==> src/rtl/ps2_multi_tx.sv <==
// ps2_multi_tx: multi-channel PS/2 device-side transmitter, one byte FIFO and frame FSM per channel.
// Define PS2_INHIBIT_EN to honour host inhibit (abort, wait for release plus GAP, retransmit).
module ps2_multi_tx #(
   parameter int CHANNELS  = 2,
   parameter int FIFO_BITS = 3,
   parameter int CLK_DIV   = 50
) (
   input  logic                clk,
   input  logic                reset_n,
   input  logic                wr_en,
   input  logic [1:0]          wr_chan,
   input  logic [7:0]          wr_data,
   output logic [CHANNELS-1:0] fifo_full,
   output logic [CHANNELS-1:0] overflow,
   output logic [CHANNELS-1:0] tx_busy,
   input  logic [CHANNELS-1:0] ps2_clk_in,
   output logic [CHANNELS-1:0] ps2_clk_out,
   output logic [CHANNELS-1:0] ps2_data_out
);
   localparam int DEPTH = 1 << FIFO_BITS;
   localparam int PW    = FIFO_BITS + 1;
   localparam int DIV_W = $clog2(2 * CLK_DIV);

   typedef enum logic [2:0] {
      S_IDLE, S_START, S_DATA, S_PARITY, S_STOP, S_GAP, S_HOLD
   } state_t;

`ifndef PS2_INHIBIT_EN
   logic unused_clk_in;
   assign unused_clk_in = ^ps2_clk_in;
`endif

   generate
      for (genvar gi = 0; gi < CHANNELS; gi++) begin : g_chan
         logic [7:0]    mem [DEPTH];
         logic [PW-1:0] wr_ptr_q, wr_ptr_d, rd_ptr_q, rd_ptr_d;
         logic          full_q, full_d, ovf_q;
         logic          wr_hit, do_wr, do_pop, do_start, may_start, empty;
         logic          inhibit, released, bit_end, half_end;
         state_t        state_q;
         logic [DIV_W-1:0] div_q;
         logic [2:0]    bit_q;
         logic [7:0]    hold_q;
         logic          retx_q, clk_o_q, data_o_q;

         assign wr_hit   = wr_en && (wr_chan == 2'(gi));
         assign do_wr    = wr_hit && !full_q;
         assign empty    = (wr_ptr_q == rd_ptr_q);
         assign wr_ptr_d = wr_ptr_q + PW'(do_wr);
         assign rd_ptr_d = rd_ptr_q + PW'(do_pop);
         assign full_d   = (wr_ptr_d[FIFO_BITS] != rd_ptr_d[FIFO_BITS]) &&
                           (wr_ptr_d[FIFO_BITS-1:0] == rd_ptr_d[FIFO_BITS-1:0]);

         always_ff @(posedge clk or negedge reset_n) begin
            if (!reset_n) begin
               wr_ptr_q <= '0;
               rd_ptr_q <= '0;
               full_q   <= 1'b0;
               ovf_q    <= 1'b0;
            end else begin
               wr_ptr_q <= wr_ptr_d;
               rd_ptr_q <= rd_ptr_d;
               full_q   <= full_d;
               if (wr_hit && full_q) ovf_q <= 1'b1;
            end
         end

         always_ff @(posedge clk) begin
            if (do_wr) mem[wr_ptr_q[FIFO_BITS-1:0]] <= wr_data;
         end

`ifdef PS2_INHIBIT_EN
         logic sync1_q, sync2_q;
         always_ff @(posedge clk or negedge reset_n) begin
            if (!reset_n) begin
               sync1_q <= 1'b1;
               sync2_q <= 1'b1;
            end else begin
               sync1_q <= ps2_clk_in[gi];
               sync2_q <= sync1_q;
            end
         end
         // Only a low line while we are releasing the clock is the host's doing.
         assign inhibit  = !sync2_q && clk_o_q;
         assign released = sync2_q;
`else
         assign inhibit  = 1'b0;
         assign released = 1'b1;
`endif

         assign bit_end  = (div_q == DIV_W'(2 * CLK_DIV - 1));
         assign half_end = (div_q == DIV_W'(CLK_DIV - 1));
         // The end of GAP doubles as an IDLE decision point so frames can chain back-to-back.
         assign may_start = (state_q == S_IDLE) || (state_q == S_GAP && bit_end);
         assign do_start  = may_start && !inhibit && (retx_q || !empty);
         assign do_pop    = may_start && !inhibit && !retx_q && !empty;

         always_ff @(posedge clk or negedge reset_n) begin
            if (!reset_n) begin
               state_q  <= S_IDLE;
               div_q    <= '0;
               bit_q    <= '0;
               hold_q   <= '0;
               retx_q   <= 1'b0;
               clk_o_q  <= 1'b1;
               data_o_q <= 1'b1;
            end else if (do_start) begin
               state_q  <= S_START;
               div_q    <= '0;
               retx_q   <= 1'b0;
               clk_o_q  <= 1'b1;
               data_o_q <= 1'b0;
               if (do_pop) hold_q <= mem[rd_ptr_q[FIFO_BITS-1:0]];
            end else begin
               unique case (state_q)
                  S_START, S_DATA, S_PARITY: begin
                     if (inhibit) begin
                        state_q  <= S_HOLD;
                        div_q    <= '0;
                        retx_q   <= 1'b1;
                        clk_o_q  <= 1'b1;
                        data_o_q <= 1'b1;
                     end else if (bit_end) begin
                        div_q   <= '0;
                        clk_o_q <= 1'b1;
                        if (state_q == S_START) begin
                           state_q  <= S_DATA;
                           bit_q    <= '0;
                           data_o_q <= hold_q[0];
                        end else if (state_q == S_DATA && bit_q != 3'd7) begin
                           bit_q    <= bit_q + 3'd1;
                           data_o_q <= hold_q[bit_q + 3'd1];
                        end else if (state_q == S_DATA) begin
                           state_q  <= S_PARITY;
                           data_o_q <= ~^hold_q;
                        end else begin
                           state_q  <= S_STOP;
                           data_o_q <= 1'b1;
                        end
                     end else begin
                        div_q <= div_q + 1'b1;
                        if (half_end) clk_o_q <= 1'b0;
                     end
                  end
                  S_STOP: begin
                     if (bit_end) begin
                        state_q  <= S_GAP;
                        div_q    <= '0;
                        clk_o_q  <= 1'b1;
                        data_o_q <= 1'b1;
                     end else begin
                        div_q <= div_q + 1'b1;
                        if (half_end) clk_o_q <= 1'b0;
                     end
                  end
                  S_GAP: begin
                     if (bit_end) begin
                        state_q <= S_IDLE;
                        div_q   <= '0;
                     end else begin
                        div_q <= div_q + 1'b1;
                     end
                  end
                  S_HOLD: begin
                     if (released) begin
                        state_q <= S_GAP;
                        div_q   <= '0;
                     end
                  end
                  default: begin
                     state_q <= S_IDLE;
                     div_q   <= '0;
                  end
               endcase
            end
         end

         assign fifo_full[gi]    = full_q;
         assign overflow[gi]     = ovf_q;
         assign tx_busy[gi]      = (state_q != S_IDLE);
         assign ps2_clk_out[gi]  = clk_o_q;
         assign ps2_data_out[gi] = data_o_q;
      end
   endgenerate
endmodule

==> config.mk <==
export PLATFORM = sky130hd
export DESIGN_NAME = ps2_multi_tx
export DESIGN_NICKNAME = d
export VERILOG_FILES = /design/src/rtl/ps2_multi_tx.sv
export SDC_FILE = /design/constraint.sdc
export NUM_CORES = 1
export LEC_CHECK = 0
export ABC_AREA = 0
export ABC_CLOCK_PERIOD_IN_PS = 3160
export BUFFER_PORTS_ARGS = -buffer_cell sky130_fd_sc_hd__buf_4
export CAP_MARGIN = 20
export CORE_ASPECT_RATIO = 1.4
export CORE_UTILIZATION = 60
export DETAILED_ROUTE_END_ITERATION = 12
export GPL_TIMING_DRIVEN = 0
export PLACE_DENSITY_LB_ADDON = 0.3
export SETUP_SLACK_MARGIN = 0.05
export SLEW_MARGIN = 20
export SYNTH_ARGS = -nofsm -noshare
export SYNTH_HDL_FRONTEND = slang
export SYNTH_SLANG_ARGS = --single-unit
export TNS_END_PERCENT = 20
==> constraint.sdc <==
create_clock -name clk -period 3.16 [get_ports clk]
set_clock_uncertainty 0.05 [all_clocks]
set_input_delay 0.158 -clock clk [delete_from_list [all_inputs] [get_ports clk]]
set_output_delay 0.158 -clock clk [all_outputs]
set_load 0.02 [all_outputs]
==> results.yml <==
grt:
  grt_max_degree: 67
  grt_pass1_vias: 4759
  gr-usage-all-layers_pct: 22.7
  grt_pass1_wl_mm: 23.8
  grt.overflow.total: 0
  antenna_found_initial: 0
critical_path:
  regToRegEndpoint: "g_chan[1].full_q"
  worst-setup-path-type: "flip-flop to flip-flop"
  cp_slowest_cell: "dfrtp_1"
  crit_chain: "ha_1 -> nand4b_4 -> nor3_4 -> and3_1 -> o21ai_2 -> buf_2 -> inv_1 -> ha_1 -> ha_1 -> xor2_1 -> xnor2_1 -> and4_1"
  start_kind: "flip-flop"
  cp_max_fo: 10
  worstRegToRegCells: 12
  cp.arrival_ns: 3.09
  crit_required_ns: 3.49
  cp-end-kind: "flip-flop"
  r2r-start: "g_chan[1].div_q[0]"
  cpPeakStageDelay_ns: 0.40
  crit_top_cell: "ha_1"
  ff2ff_setup_slack_ns: 0.40
sta:
  max_slew.worst_pin.slew_ns: 0.819
  period_needed_ns: 2.76
  setup_viol: 0
  tns_ns: 0
  rsz0062_at_grt: "false"
  hold_violations: 0
  period_share_pct: 87.4
  slew_viol_final: 0
  max_slew_margin_pct: 45.4
  fmax_mhz: 362
routing:
  first_pass_iters: 4
  vias: 4463
  dr.first_iter.drc_count: 171
  avgRoutedWirePerCell_um: 19.0
  totalWireLength_mm: 14.7
  via_per_inst: 5.76
  drc: 0
  postRouteAntennaNets: 0
synthesis:
  synth_ff_type: "edfxtp_1"
  yosys.cell_types.count: 49
  ys_seq_elements: 194
  post_synth.cell_area_avg_um2: 16.0
  synthMuxAreaShare_pct: 14.0
  synth_adder_area_share_pct: 2.48
  synth_area_leader_cell: "edfxtp_1"
  synth_area_mm2: 0.00846
  syn_nets: 560
  synthCells: 529
  synth_top_cell_area_share_pct: 45.4
  synth_compound_area_share_pct: 3.00
  ys_seq_area_share_pct: 65.0
  synth_top_family_by_area: "multiplexers"
  yosys-top-cells-area: "edfxtp_1, dfrtp_1, mux4_2, mux4_1, xnor2_1"
  async_flop_share_pct: 34.0
  synth-simple-area-share_pct: 7.66
  yosys.area_share.xor_xnor_pct: 5.18
  ys_warn_count: 0
  synth-edff-count: 128
floorplanning:
  core_area_mm2: 0.0138
  chipWidth_um: 102
  die_area_mm2: 0.0146
  fp.dieH_um: 143
  ios: 25
  placementRows: 51
  start_util_pct: 61.1
clocking:
  numCtsBuffers: 17
  htree_levels: 4
  clk_pin_slew_ns: 0.07
  cts_max_path_buffers: 2
  cts_resized: 0
  cts_root_buf: "clkbuf_16"
  cts_sinks: 194
  cts_tree: "done"
  insertion_delay_ns: 0.44
  cts_setup_buffers: 0
placement:
  dp_hpwl_mm: 9.94
  portBuffers: 22
  placed_cells: 736
  gp_congestion: 0.767
hold_path:
  min_from: "wr_data[7]"
  hold_depth: 1
  hold_end: "g_chan[0].mem[7][7]"
  hold_path.class: "input port to flip-flop"
outcome:
  status: "complete, no violations"
cells_and_area:
  fin_cells: 775
  antenna_cells: 0
  final_layout_size_suffix_gt1_share_pct: 21.2
  syn_to_final_growth_pct: 12.7
  fillers: 951
  fin_nets: 608
run:
  cap_violations: 0
power:
  power-per-cell-area_mw_per_mm2: 858
  vdd_ir_drop_max_mv: 0.544
  leakagePower_uw: 0.00368
## through the flow
step / cell area, um^2 / worst slack [ns] / total power [uW] / utilization [%] / hold WS [ns]
floorplan: 8460 / 0.757 / 5460 / - / -0.188
global placement: 8860 / 0.514 / 5960 / 64.0 / 0.245
detailed placement: 8870 / 0.413 / 6090 / 64.0 / 0.260
CTS: 9530 / 0.388 / 8240 / 68.8 / 0.00289
global route: 9540 / 0.149 / 8630 / 68.9 / 0.00171
finish: 9540 / 0.399 / 8180 / 68.9 / 0.00353
## sequential cells by signal, indices dropped and copies added (netlist names), 6 cells and up
signal,flops
g_chan.wr_ptr_q,8
g_chan.hold_q,16
g_chan.rd_ptr_q,8
g_chan.state_q,6
g_chan.mem,128
g_chan.div_q,14
g_chan.bit_q,6
## worst max-delay path, delay by kind of cell, from the launching register on
| kind | cells | cell delay (ns) |
|---|---|---|
| compound gates | 1 | 0.09 |
| xor+xnor | 2 | 0.38 |
| simple gates | 4 | 0.88 |
| flops | 1 | 0.40 |
| buf+inv | 2 | 0.29 |
| fa+ha+maj | 3 | 0.61 |
## per-layer routing
| layer | up-vias | share of wire, % | global-route usage [%] | routed length [um] |
|---|---|---|---|---|
| met1 | 2259 | 40 | 26.7 | 5960 |
| met2 | 90 | 54 | 40.1 | 8010 |
| met5 | - | 0 | 0 | 0 |
| met3 | 20 | 3.6 | 4.91 | 530 |
| li1 | 2094 | - | - | - |
| met4 | 0 | 1.7 | 8.80 | 245 |
## final cells by class
| cell class | count | area, um^2 | area share [%] |
|---|---|---|---|
| multi-input cells | 296 | 2760 | 28.9 |
| plain buffers | 29 | 186 | 1.96 |
| clock buffers | 17 | 425 | 4.46 |
| well taps | 185 | 231 | 2.43 |
| clock inverters | 15 | 163 | 1.71 |
| repair buffers | 29 | 235 | 2.47 |
| flip-flops and latches | 194 | 5500 | 57.7 |
| inverters | 10 | 37.5 | 0.394 |
## Yosys cell counts (all sizes together) (3+ instances only)
| library cell | instances |
|---|---|
| edfxtp | 128 |
| dfrtp | 62 |
| nor2 | 41 |
| mux4 | 36 |
| xnor2 | 33 |
| buf | 22 |
| nand2 | 22 |
| o21ai | 22 |
| mux2 | 20 |
| xor2 | 17 |
| ha | 16 |
| nand2b | 11 |
| nand3 | 11 |
| inv | 10 |
| mux2i | 9 |
| nor3 | 9 |
| clkbuf | 7 |
| or3 | 5 |
| and3 | 4 |
| dfstp | 4 |
| nand3b | 4 |
| a21oi | 3 |
| and2 | 3 |
| nor4b | 3 |
## worst max-delay path by stage
| stage | end | from | cells past startpoint | slack (ns) |
|---|---|---|---|---|
| after floorplan | g_chan[1].full_q | g_chan[1].div_q[0] | 12 | 0.76 |
| after global placement | g_chan[1].full_q | g_chan[1].div_q[0] | 12 | 0.51 |
| after detailed placement | g_chan[1].full_q | g_chan[1].div_q[0] | 12 | 0.41 |
| after CTS | g_chan[1].full_q | g_chan[1].div_q[0] | 12 | 0.39 |
| after global routing | g_chan[1].full_q | g_chan[1].div_q[0] | 12 | 0.15 |
| final | g_chan[1].full_q | g_chan[1].div_q[0] | 12 | 0.40 |
## repair_timing
item | in CTS | in global routing
endpoints found under the setup margin | 0 | 0
endpoints found under the hold margin | 120 | 0
hold buffers | 7 | 0
## placed cells by master, fill, tap and decap left out, drive strengths merged, types with 3 or more instances in the layout
cell,instances
dfstp,4
mux2i,9
clkinv,4
nand3,11
mux4,36
nand2,22
clkbuf,24
or3,5
nor2,41
o21ai,22
nor4b,3
a21oi,3
edfxtp,128
buf,44
xnor2,33
and3,4
dfrtp,62
nand3b,4
mux2,20
nand2b,11
and2,3
ha,16
xor2,17
nor3,9
dlygate4sd3,7
inv,20
## where the power goes
part / total, uW / internal [uW] / switching (uW) / leakage (uW)
logic: 2630 / 1370 / 1260 / 0.00141
registers: 3430 / 3100 / 323 / 0.00198
clock network: 2130 / 1130 / 1000 / 0.000291
## logic make-up after synthesis
kind of cell | Yosys count
and+or+nand+nor | 124
xor gates and xnor gates | 50
AOI/OAI and AO/OA | 40
muxes | 65
buffers and inverters | 39
DFF | 194
adders and majority gates | 17
Note: power is estimated with default switching activity, not from simulation.
